===== src/rtl/lsq_gen_pkg.sv =====
// Shared types for the load/store queue: entry layout, access sizes,
// load verdict kinds and the byte-lane mask helper.
package lsq_gen_pkg;

   localparam int LSQ_TAG_MAX = 8;

   typedef enum logic [1:0] {
      SZ_B = 2'b00,
      SZ_H = 2'b01,
      SZ_W = 2'b10
   } mem_size_t;

   typedef enum logic [1:0] {
      LD_MEM   = 2'b00,
      LD_FWD   = 2'b01,
      LD_STALL = 2'b10
   } ld_kind_t;

   // rob_tag is held zero-extended to LSQ_TAG_MAX so the struct is fixed-width
   typedef struct packed {
      logic                   valid;
      logic [LSQ_TAG_MAX-1:0] rob_tag;
      logic                   is_store;
      logic                   done;
      logic [29:0]            addr;
      logic [3:0]             mask;
      logic [31:0]            data;
      mem_size_t              size;
      logic                   uns;
   } lsq_entry_t;

   function automatic logic [3:0] lane_mask(input mem_size_t sz, input logic [1:0] off);
      logic [3:0] base;
      case (sz)
         SZ_B:    base = 4'b0001;
         SZ_H:    base = 4'b0011;
         default: base = 4'b1111;
      endcase
      return base << off;
   endfunction

endpackage


===== src/rtl/lsq_gen_fwd_unit.sv =====
// Store-to-load forwarding verdict: scans stores older than the load,
// youngest match wins, and extracts/extends the forwarded bytes.
module lsq_fwd_unit
   import lsq_gen_pkg::*;
#(
   parameter int DEPTH = 8
) (
   input  lsq_entry_t                 entries [DEPTH],
   input  logic [$clog2(DEPTH)-1:0]   head,
   input  logic [$clog2(DEPTH)-1:0]   ld_slot,
   input  logic [31:0]                ld_addr,
   input  logic [1:0]                 ld_size,
   input  logic                       ld_unsigned,
   output ld_kind_t                   kind,
   output logic [31:0]                data
);

   localparam int PW = $clog2(DEPTH);

   logic [PW-1:0] ld_pos;
   logic [PW-1:0] slot;
   logic [3:0]    ld_mask;
   logic          pend;
   logic          hit;
   lsq_entry_t    sel;
   logic [31:0]   lanes;

   always_comb begin
      ld_mask = lane_mask(mem_size_t'(ld_size), ld_addr[1:0]);
      ld_pos  = ld_slot - head;
      pend    = 1'b0;
      hit     = 1'b0;
      sel     = '0;
      slot    = '0;
      // Oldest to youngest, so the last overlapping store recorded is the youngest
      for (int unsigned k = 0; k < DEPTH; k++) begin
         slot = head + PW'(k);
         if (PW'(k) < ld_pos && entries[slot].valid && entries[slot].is_store) begin
            if (!entries[slot].done) begin
               pend = 1'b1;
            end else if (entries[slot].addr == ld_addr[31:2] &&
                         (entries[slot].mask & ld_mask) != 4'b0000) begin
               hit = 1'b1;
               sel = entries[slot];
            end
         end
      end

      lanes = sel.data >> {ld_addr[1:0], 3'b000};
      kind  = LD_MEM;
      data  = '0;
      if (pend) begin
         kind = LD_STALL;
      end else if (hit) begin
         if ((sel.mask & ld_mask) != ld_mask) begin
            kind = LD_STALL;
         end else begin
            kind = LD_FWD;
            case (mem_size_t'(ld_size))
               SZ_B:    data = ld_unsigned ? {24'h0, lanes[7:0]}  : {{24{lanes[7]}}, lanes[7:0]};
               SZ_H:    data = ld_unsigned ? {16'h0, lanes[15:0]} : {{16{lanes[15]}}, lanes[15:0]};
               default: data = lanes;
            endcase
         end
      end
   end

endmodule


===== src/rtl/lsq_gen.sv =====
// Load/store queue: in-order allocation, out-of-order execution fill,
// registered forwarding verdicts, in-order store drain and tail squash.
module lsq_gen
   import lsq_gen_pkg::*;
#(
   parameter int DEPTH    = 8,
   parameter int TAG_W    = 5,
   parameter int ROB_SIZE = 16
) (
   input  logic                     clk,
   input  logic                     reset,
   input  logic                     alloc_valid,
   input  logic [TAG_W-1:0]         alloc_rob_tag,
   input  logic                     alloc_is_store,
   output logic                     alloc_ready,
   input  logic                     exec_valid,
   input  logic [TAG_W-1:0]         exec_rob_tag,
   input  logic [31:0]              exec_addr,
   input  logic [31:0]              exec_data,
   input  logic [1:0]               exec_size,
   input  logic                     exec_unsigned,
   output logic                     ld_resp_valid,
   output logic [TAG_W-1:0]         ld_resp_rob_tag,
   output logic [1:0]               ld_resp_kind,
   output logic [31:0]              ld_resp_data,
   input  logic                     commit_valid,
   input  logic [TAG_W-1:0]         commit_rob_tag,
   output logic                     st_wb_valid,
   output logic [31:0]              st_wb_addr,
   output logic [31:0]              st_wb_data,
   output logic [3:0]               st_wb_mask,
   input  logic                     flush,
   input  logic [TAG_W-1:0]         flush_rob_tag,
   input  logic [TAG_W-1:0]         rob_head,
   output logic [$clog2(DEPTH):0]   count,
   output logic                     full,
   output logic                     empty
);

   localparam int          PW = $clog2(DEPTH);
   localparam logic [31:0] RS = 32'(ROB_SIZE);

   lsq_entry_t     ent [DEPTH];
   logic [PW-1:0]  head, tail;

   logic           alloc_fire, commit_fire, exec_hit, exec_fire, ld_fire;
   logic [PW-1:0]  exec_slot, flush_tail, scan_slot;
   logic [PW:0]    flush_cnt;
   logic           flush_any;
   logic [DEPTH-1:0] squash;
   logic [3:0]     exec_mask;
   logic [31:0]    exec_lane;
   lsq_entry_t     new_ent;
   ld_kind_t       fwd_kind;
   logic [31:0]    fwd_data;

   function automatic logic [31:0] age_of(input logic [TAG_W-1:0] t);
      return (32'(t) % RS + RS - 32'(rob_head) % RS) % RS;
   endfunction

   always_comb begin
      full        = (count == (PW+1)'(DEPTH));
      empty       = (count == '0);
      alloc_ready = !full && !flush;
      alloc_fire  = alloc_valid && alloc_ready;
      commit_fire = commit_valid && ent[head].valid && ent[head].done &&
                    ent[head].rob_tag == LSQ_TAG_MAX'(commit_rob_tag);

      exec_hit  = 1'b0;
      exec_slot = '0;
      for (int unsigned i = 0; i < DEPTH; i++) begin
         if (!exec_hit && ent[i].valid && !ent[i].done &&
             ent[i].rob_tag == LSQ_TAG_MAX'(exec_rob_tag)) begin
            exec_hit  = 1'b1;
            exec_slot = PW'(i);
         end
      end

      // A head retiring in the flush cycle is committed, never squashed
      for (int unsigned i = 0; i < DEPTH; i++) begin
         squash[i] = flush && ent[i].valid && !(commit_fire && PW'(i) == head) &&
                     age_of(TAG_W'(ent[i].rob_tag)) > age_of(flush_rob_tag);
      end

      flush_any  = 1'b0;
      flush_tail = tail;
      flush_cnt  = count;
      scan_slot  = '0;
      for (int unsigned k = 0; k < DEPTH; k++) begin
         scan_slot = head + PW'(k);
         if (!flush_any && squash[scan_slot]) begin
            flush_any  = 1'b1;
            flush_tail = scan_slot;
            flush_cnt  = (PW+1)'(k);
         end
      end

      exec_fire = exec_valid && exec_hit && !squash[exec_slot];
      ld_fire   = exec_fire && !ent[exec_slot].is_store;
      exec_mask = lane_mask(mem_size_t'(exec_size), exec_addr[1:0]);
      exec_lane = exec_data << {exec_addr[1:0], 3'b000};

      new_ent          = '0;
      new_ent.valid    = 1'b1;
      new_ent.rob_tag  = LSQ_TAG_MAX'(alloc_rob_tag);
      new_ent.is_store = alloc_is_store;
   end

   lsq_fwd_unit #(.DEPTH(DEPTH)) u_fwd (
      .entries     (ent),
      .head        (head),
      .ld_slot     (exec_slot),
      .ld_addr     (exec_addr),
      .ld_size     (exec_size),
      .ld_unsigned (exec_unsigned),
      .kind        (fwd_kind),
      .data        (fwd_data)
   );

   always_ff @(posedge clk) begin
      if (reset) begin
         for (int unsigned i = 0; i < DEPTH; i++) ent[i] <= '0;
         head            <= '0;
         tail            <= '0;
         count           <= '0;
         ld_resp_valid   <= 1'b0;
         ld_resp_rob_tag <= '0;
         ld_resp_kind    <= '0;
         ld_resp_data    <= '0;
         st_wb_valid     <= 1'b0;
         st_wb_addr      <= '0;
         st_wb_data      <= '0;
         st_wb_mask      <= '0;
      end else begin
         ld_resp_valid   <= ld_fire;
         ld_resp_rob_tag <= ld_fire ? exec_rob_tag : '0;
         ld_resp_kind    <= ld_fire ? fwd_kind : LD_MEM;
         ld_resp_data    <= (ld_fire && fwd_kind == LD_FWD) ? fwd_data : '0;

         st_wb_valid <= commit_fire && ent[head].is_store;
         st_wb_addr  <= (commit_fire && ent[head].is_store) ? {ent[head].addr, 2'b00} : '0;
         st_wb_data  <= (commit_fire && ent[head].is_store) ? ent[head].data : '0;
         st_wb_mask  <= (commit_fire && ent[head].is_store) ? ent[head].mask : '0;

         if (commit_fire) ent[head].valid <= 1'b0;

         if (exec_fire) begin
            ent[exec_slot].addr <= exec_addr[31:2];
            ent[exec_slot].mask <= exec_mask;
            ent[exec_slot].data <= exec_lane;
            ent[exec_slot].size <= mem_size_t'(exec_size);
            ent[exec_slot].uns  <= exec_unsigned;
            ent[exec_slot].done <= ent[exec_slot].is_store || fwd_kind != LD_STALL;
         end

         for (int unsigned i = 0; i < DEPTH; i++) begin
            if (squash[i]) ent[i].valid <= 1'b0;
         end

         if (alloc_fire) ent[tail] <= new_ent;

         head <= head + PW'(commit_fire);
         if (flush_any) begin
            tail  <= flush_tail;
            count <= flush_cnt - (PW+1)'(commit_fire);
         end else begin
            tail  <= tail + PW'(alloc_fire);
            count <= count + (PW+1)'(alloc_fire) - (PW+1)'(commit_fire);
         end
      end
   end

endmodule


===== config.mk =====
export PLATFORM = sky130hd
export DESIGN_NAME = lsq_gen
export DESIGN_NICKNAME = d
export VERILOG_FILES = /design/src/rtl/lsq_gen_pkg.sv /design/src/rtl/lsq_gen_fwd_unit.sv /design/src/rtl/lsq_gen.sv
export SDC_FILE = /design/constraint.sdc
export NUM_CORES = 2
export LEC_CHECK = 0
export ABC_AREA = 0
export BUFFER_PORTS_ARGS = -buffer_cell sky130_fd_sc_hd__buf_2
export CAP_MARGIN = 20
export CORE_MARGIN = 1.5
export CORE_UTILIZATION = 35
export CTS_CLUSTER_SIZE = 28
export DETAILED_ROUTE_END_ITERATION = 16
export PLACE_DENSITY_LB_ADDON = 0.3
export REMOVE_ABC_BUFFERS = 1
export SYNTH_ARGS = -nofsm -noshare
export SYNTH_HDL_FRONTEND = slang
export SYNTH_SLANG_ARGS = --single-unit

===== constraint.sdc =====
create_clock -name clk -period 9.97 [get_ports clk]
set_clock_uncertainty 0.2 [all_clocks]
set_input_delay 1.4955 -clock clk [delete_from_list [all_inputs] [get_ports clk]]
set_output_delay 1.4955 -clock clk [all_outputs]
set_load 0.05 [all_outputs]

## Yosys cells after proc, flatten, opt, wreduce, memory -nomap -nowiden

Index checks and enable logic that the tools add are counted.
W data, S select, Z words.

- Flip-flop bits (word level): 759
- Input port bits: 99
- Output and inout bits: 116
- Word-level logic and storage cells: 559

- $add $sub $neg: 31
- $lt $le $gt $ge: 38
- Equality and inequality tests: 30
- Shift-type cells: 3
- Mux-type cells: 202
- Bitwise operators: 23
- Reductions and logical operators: 148

Operators with widths:

| kind | count |
|---|---|
| $bwmux W640 | 8 |
| $mux W640 | 5 |
| $bmux W80 S3 | 9 |
| $demux W80 S3 | 8 |
| $mux W80 | 18 |
| $mux W39 | 25 |
| $eq A30 B30 Y1 | 8 |
| $mux W71 | 2 |
| $logic_and A1 B1 Y1 | 99 |
| $mux W1 | 83 |
| $eq A8 B5 Y1 | 9 |
| $mux W70 | 1 |
| $mux W69 | 1 |
| $mux W32 | 2 |
| $pmux W32 S2 | 1 |
| $mux W3 | 16 |
| $ge A4 B4 Y1 const B | 10 |
| $not A3 Y4 | 10 |
| $add A4 B1 Y4 const B | 9 |
| $and A4 B4 Y4 | 9 |
| $lt A3 B4 Y1 const B | 9 |
| $mux W4 | 9 |
| $sub A4 B4 Y4 | 9 |
| $mux W35 | 1 |
| 35 further kinds | 114 |

## Logic depth before layout (Yosys ltp)

- Depth after elaboration: 79
- Depth in mapped cells: 38

## By module

From an unflattened synthesis, not the netlist that was laid out.

- Cell total of the unflattened synthesis: 7067
- Area total of the unflattened synthesis: 65561.6 sq um

By module, submodules not included:

| module | times used | cells an instance | area each (sq um) |
|---|---|---|---|
| lsq_gen | 1 | 3641 | 33364.5 |
| lsq_fwd_unit | 1 | 3426 | 32197.1 |

## Worst setup path before layout

Ideal clock, no wire load.

- Kind: register to register
- From: register head[0]
- To: register count[1]
- Library setup time: 86 ps
- Arrival time: 7865 ps
- Data required time: 9684 ps
- Slack: 1820 ps
- Stages on the path, launching flop included: 31
- Path through: dfxtp_1 > buf_6 > buf_6 > inv_2 > buf_6 > buf_6 > buf_6 > buf_6 > buf_4 > buf_2 > buf_1 > buf_2 > clkbuf_1 > clkbuf_1 > ha_1 > xor2_1 > buf_2 > buf_1 > buf_2 > buf_1 > clkbuf_1 > clkbuf_1 > nand3_1 > o211ai_1 > nand3_1 > or3_1 > a21oi_1 > ha_1 > ha_1 > nor2b_1 > a211oi_1

- Cells in the longest elaborated chain, start to end: 37
- Elaborated cells between the ends (all ways): 104
- Those cells by class: 9 x add/sub; 8 x eq/ne; 36 x mux; 1 x bitwise; 50 x reduce/logical

Ends and longest elaborated chain:

| item | line | text |
|---|---|---|
| start, declared | lsq_gen.sv:44 | `logic [PW-1:0] head, tail;` |
| start signal, assigned | lsq_gen.sv:162 | `head <= head + PW'(commit_fire);` |
| branches (longest 36 deep; another with $bmux W80 S3) | - |  |
| $mux W4 * | lsq_gen.sv:163 | `if (flush_any) begin` |
| end signal, assigned | lsq_gen.sv:165 | `count <= flush_cnt - (PW+1)'(commit_fire);` |
| end signal, assigned | lsq_gen.sv:168 | `count <= count + (PW+1)'(alloc_fire) - (PW+1)'(commit_fire);` |
| end, declared | lsq_gen.sv:35 | `output logic [$clog2(DEPTH):0] count,` |

Every way passes the cells marked *. The select of a mux whose other input is x is not followed.
A chain may end at the register's enable or synchronous reset.

## Worst setup path after layout

- From: input exec_rob_tag[4]
- To: register ld_resp_data[10]

- Cells in the longest elaborated chain, start to end: 73
- Elaborated cells between the ends (all ways): 161
- Those cells by class: 1 x add/sub; 8 x order compare; 10 x eq/ne; 1 x shift; 85 x mux; 4 x bitwise; 52 x reduce/logical

Ends and longest elaborated chain:

| item | line | text |
|---|---|---|
| start, declared | lsq_gen.sv:17 | `input logic [TAG_W-1:0] exec_rob_tag,` |
| $eq A8 B5 Y1 | lsq_gen.sv:73 | `ent[i].rob_tag == LSQ_TAG_MAX'(exec_rob_tag)) begin` |
| $logic_and A1 B1 Y1 | lsq_gen.sv:72 | `if (!exec_hit && ent[i].valid && !ent[i].done &&` |
| $mux W1 | lsq_gen.sv:72 |  |
| $logic_not A1 Y1 | lsq_gen.sv:72 |  |
| $logic_and A1 B1 Y1 (3 in a row) | lsq_gen.sv:72 |  |
| $mux W1 | lsq_gen.sv:72 |  |
| $logic_not A1 Y1 | lsq_gen.sv:72 |  |
| $logic_and A1 B1 Y1 (3 in a row) | lsq_gen.sv:72 |  |
| (+53 left out) | - |  |
| $ne A4 B4 Y1 | lsq_gen_fwd_unit.sv:55 | `if ((sel.mask & ld_mask) != ld_mask) begin` |
| $mux W2 | lsq_gen_fwd_unit.sv:55 |  |
| $mux W2 | lsq_gen_fwd_unit.sv:54 | `end else if (hit) begin` |
| $mux W2 | lsq_gen_fwd_unit.sv:52 | `if (pend) begin` |
| $eq A2 B1 Y1 | lsq_gen.sv:138 | `ld_resp_data <= (ld_fire && fwd_kind == LD_FWD) ? fwd_data : '0;` |
| $logic_and A1 B1 Y1 | lsq_gen.sv:138 |  |
| $not A1 Y1 (no source line) | - |  |
| $reduce_or A5 Y1 (no source line) | - |  |
| end signal, assigned | lsq_gen.sv:138 |  |
| end, declared | lsq_gen.sv:25 | `output logic [31:0] ld_resp_data,` |

Parallel ways exist; a longest one is shown, timed or not. The select of a mux whose other input is x is not followed.

==> flow_summary.json <==
{
  "drt-initial-drc-count": 8016,
  "postCtsHoldBufs": 0,
  "gp_congestion": 1.04,
  "syn_inst": 6343,
  "ys_seq_elements": 709,
  "place_area_um2": 61800,
  "die_area_um2": 171000,
  "h-tree-depth": 3,
  "endpoint_kind": "register",
  "critical_path_class": "input pin to register",
  "final_cell_mix": "mux2i_1, nand2_1, dfxtp_1",
  "die_w_um": 414,
  "syn_avg_cell_area_um2": 9.32,
  "syn_to_final_growth_pct": 10.1,
  "synth_top_area_cell": "dfxtp_1",
  "yosys.area_share.xor_xnor_pct": 3.42,
  "maxCapViolations": 0,
  "min-delay-start": "ent[327]",
  "yosysSeqAreaShare_pct": 24.0,
  "status": "complete, no violations",
  "cts_resized": 0,
  "finalSetupTns_ns": 0,
  "cts_tree": "built",
  "row_count": 150,
  "fin_crit_ns": 9.02,
  "ir_worst_vdd_mv": 0.130,
  "start_kind": "input pin",
  "grt_overflow": 0,
  "timing.rr.start": "head[1]",
  "yosys.area_share.simple_pct": 14.3,
  "clk_latency_ns": 0.76,
  "num_vias": 56200,
  "finalMaxSlewViolations": 0,
  "cts_buffer_depth": 3,
  "die_h_um": 414,
  "antenna_found_initial": 19,
  "synth.area.top_cells": "dfxtp_1, mux4_2, mux2i_1",
  "synth_top_area_share_pct": 24.0,
  "hold_class": "register to register",
  "vias_per_cell": 6.62,
  "initial_utilization_pct": 35.3,
  "fillers": 16700,
  "clk_pin_slew_ns": 0.06,
  "io_pins": 215,
  "synthAdderAreaFrac_pct": 2.15,
  "final_cell_area_um2": 65100,
  "synthDistinctLibCells": 102,
  "arrival_ns": 9.49,
  "slew_headroom_pct": 18.8,
  "grt_pass1_wl_um": 380000,
  "dp_hpwl_um": 173000,
  "cp_max_fo": 10,
  "finalSetupViolCount": 0,
  "ant_nets": 0,
  "drive_gt1_share_pct": 20.0,
  "wl_per_cell_um": 31.5,
  "post_cts_buffers": 0,
  "clock-sinks": 709,
  "grt_pass1_vias": 52200,
  "core_region_area_um2": 167000,
  "final-hold-violation-count": 0,
  "first_pass_iters": 6,
  "synth_edf_count": 0,
  "post-route-period-util_pct": 90.5,
  "drc_errors": 0,
  "synth_mux_area_share_pct": 37.7,
  "numCtsBuffers": 91,
  "fin_nets": 6395,
  "grt_max_degree": 134,
  "async_flop_share_pct": 0,
  "crit_start": "exec_rob_tag[4]",
  "p_leak_nw": 22.3,
  "ff_latch_area_um2": 14200,
  "synth_top_family_by_area": "multiplexers",
  "synth_compound_area_share_pct": 13.0,
  "worst_slew_pin_slew_ns": 1.21,
  "cts_root_buf": "clkbuf_16",
  "multiInputGateArea_um2": 42000,
  "fmax_mhz": 111,
  "ys_warn_count": 0,
  "routed_wl_um": 268000,
  "power_density_nw_per_um2": 111,
  "synthFlopType": "dfxtp_1",
  "crit_required_ns": 10.44,
  "portBuffers": 210,
  "grt_util_all_layers_pct": 30.3,
  "layout_commonest_cell": "mux2i_1",
  "synth_area_um2": 59100,
  "rsz0062_at_grt": "no"
}
==> metal layers <==
layer / up-vias / track usage [%] / wire length, um
li1: 23500 / - / -
met1: 27700 / 39.0 / 100000
met2: 4040 / 45.5 / 115000
met3: 1013 / 6.59 / 30500
met4: 12 / 20.1 / 21500
met5: - / 0 / 77
==> synth_stat cells (all sizes together), types with 55 or more instances <==
master / n
mux2i: 888
nand2: 792
dfxtp: 709
nor2: 628
mux4: 542
a21oi: 394
buf: 304
clkbuf: 294
xnor2: 140
o21ai: 125
a211oi: 113
a22oi: 112
mux2: 106
o22ai: 92
xor2: 91
ha: 84
inv: 81
nand3: 81
nand4: 57
nor3: 55
==> kinds of logic after synthesis <==
kind of cell / Yosys count
other: 1
buffers and inverters: 685
XOR/XNOR: 231
multiplexers: 1536
AND/OR/NAND/NOR: 1913
AO/OA/AOI/OAI: 1173
adder cells (fa/ha/maj): 95
flip-flops: 709
==> path summary, 6_finish.rpt <==
path | slack, ns | end | cells after the start
worst min register to register | 0.29 | ent[327] | 2
worst min-delay path | 0.29 | ent[327] | 2
worst max register to register | 1.34 | ld_resp_data[10] | 18
worst max-delay path | 0.95 | ld_resp_data[10] | 25
==> worst max-delay path, cell delays in order <==
cell and delay, ns:
buf_2 0.18, xor2_1 0.17, nor4_1 0.46, nand4_1 0.25, o21ai_0 0.22, nand3_1 0.10, a31oi_1 0.24, inv_1 0.12
ha_1 0.21, fa_1 0.45, buf_4 0.17, or2_2 0.36, a221oi_1 0.68, o21ai_0 0.26, or4_1 0.53, nor3_2 0.46
and2_1 0.50, nor2_1 0.21, a21boi_0 0.20, a2111oi_2 0.34, nand4_1 0.17, or4b_1 0.98, clkinv_8 0.23, o21ai_4 0.11
o41ai_2 0.35
==> registers in the layout, summed over array words and instances (netlist names) <==
register,count
count,4
ent,592
head,3
ld_resp_data,32
ld_resp_kind,2
ld_resp_rob_tag,5
ld_resp_valid,1
st_wb_addr,30
st_wb_data,32
st_wb_mask,4
st_wb_valid,1
tail,3
==> per-stage QoR <==
step | setup slack [ns] | total power [mW] | hold WS [ns] | utilization, % | instances
3_5_place_dp | 0.491 | 3.58 | 0.286 | 36.9 | 8311
4_1_cts | 1.31 | 7.25 | 0.292 | 38.8 | 8480
3_3_place_gp | 0.601 | 3.57 | 0.278 | 36.9 | 8308
5_1_grt | 0.664 | 7.40 | 0.316 | 38.9 | 8487
2_1_floorplan | -28.80 | 3.26 | 0.258 | - | 5746
6_report | 0.946 | 7.22 | 0.293 | 38.9 | 8493
==> cell type report <==
cell class,instances,share of cell area [%]
diodes,12,0.0461
clock buffers,113,3.80
clock inverters,56,1.23
inverters,87,0.540
multi-input cells,4950,64.5
flip-flops and latches,709,21.8
well taps,2204,4.24
repair buffers,362,3.81
==> power by group <==
part           internal, mW  total, mW  switching, mW
Sequential             2.84       2.87         0.0223
Combinational         0.187      0.667          0.480
Clock                  2.17       3.69           1.52
Power figures use the tool's default switching activity.
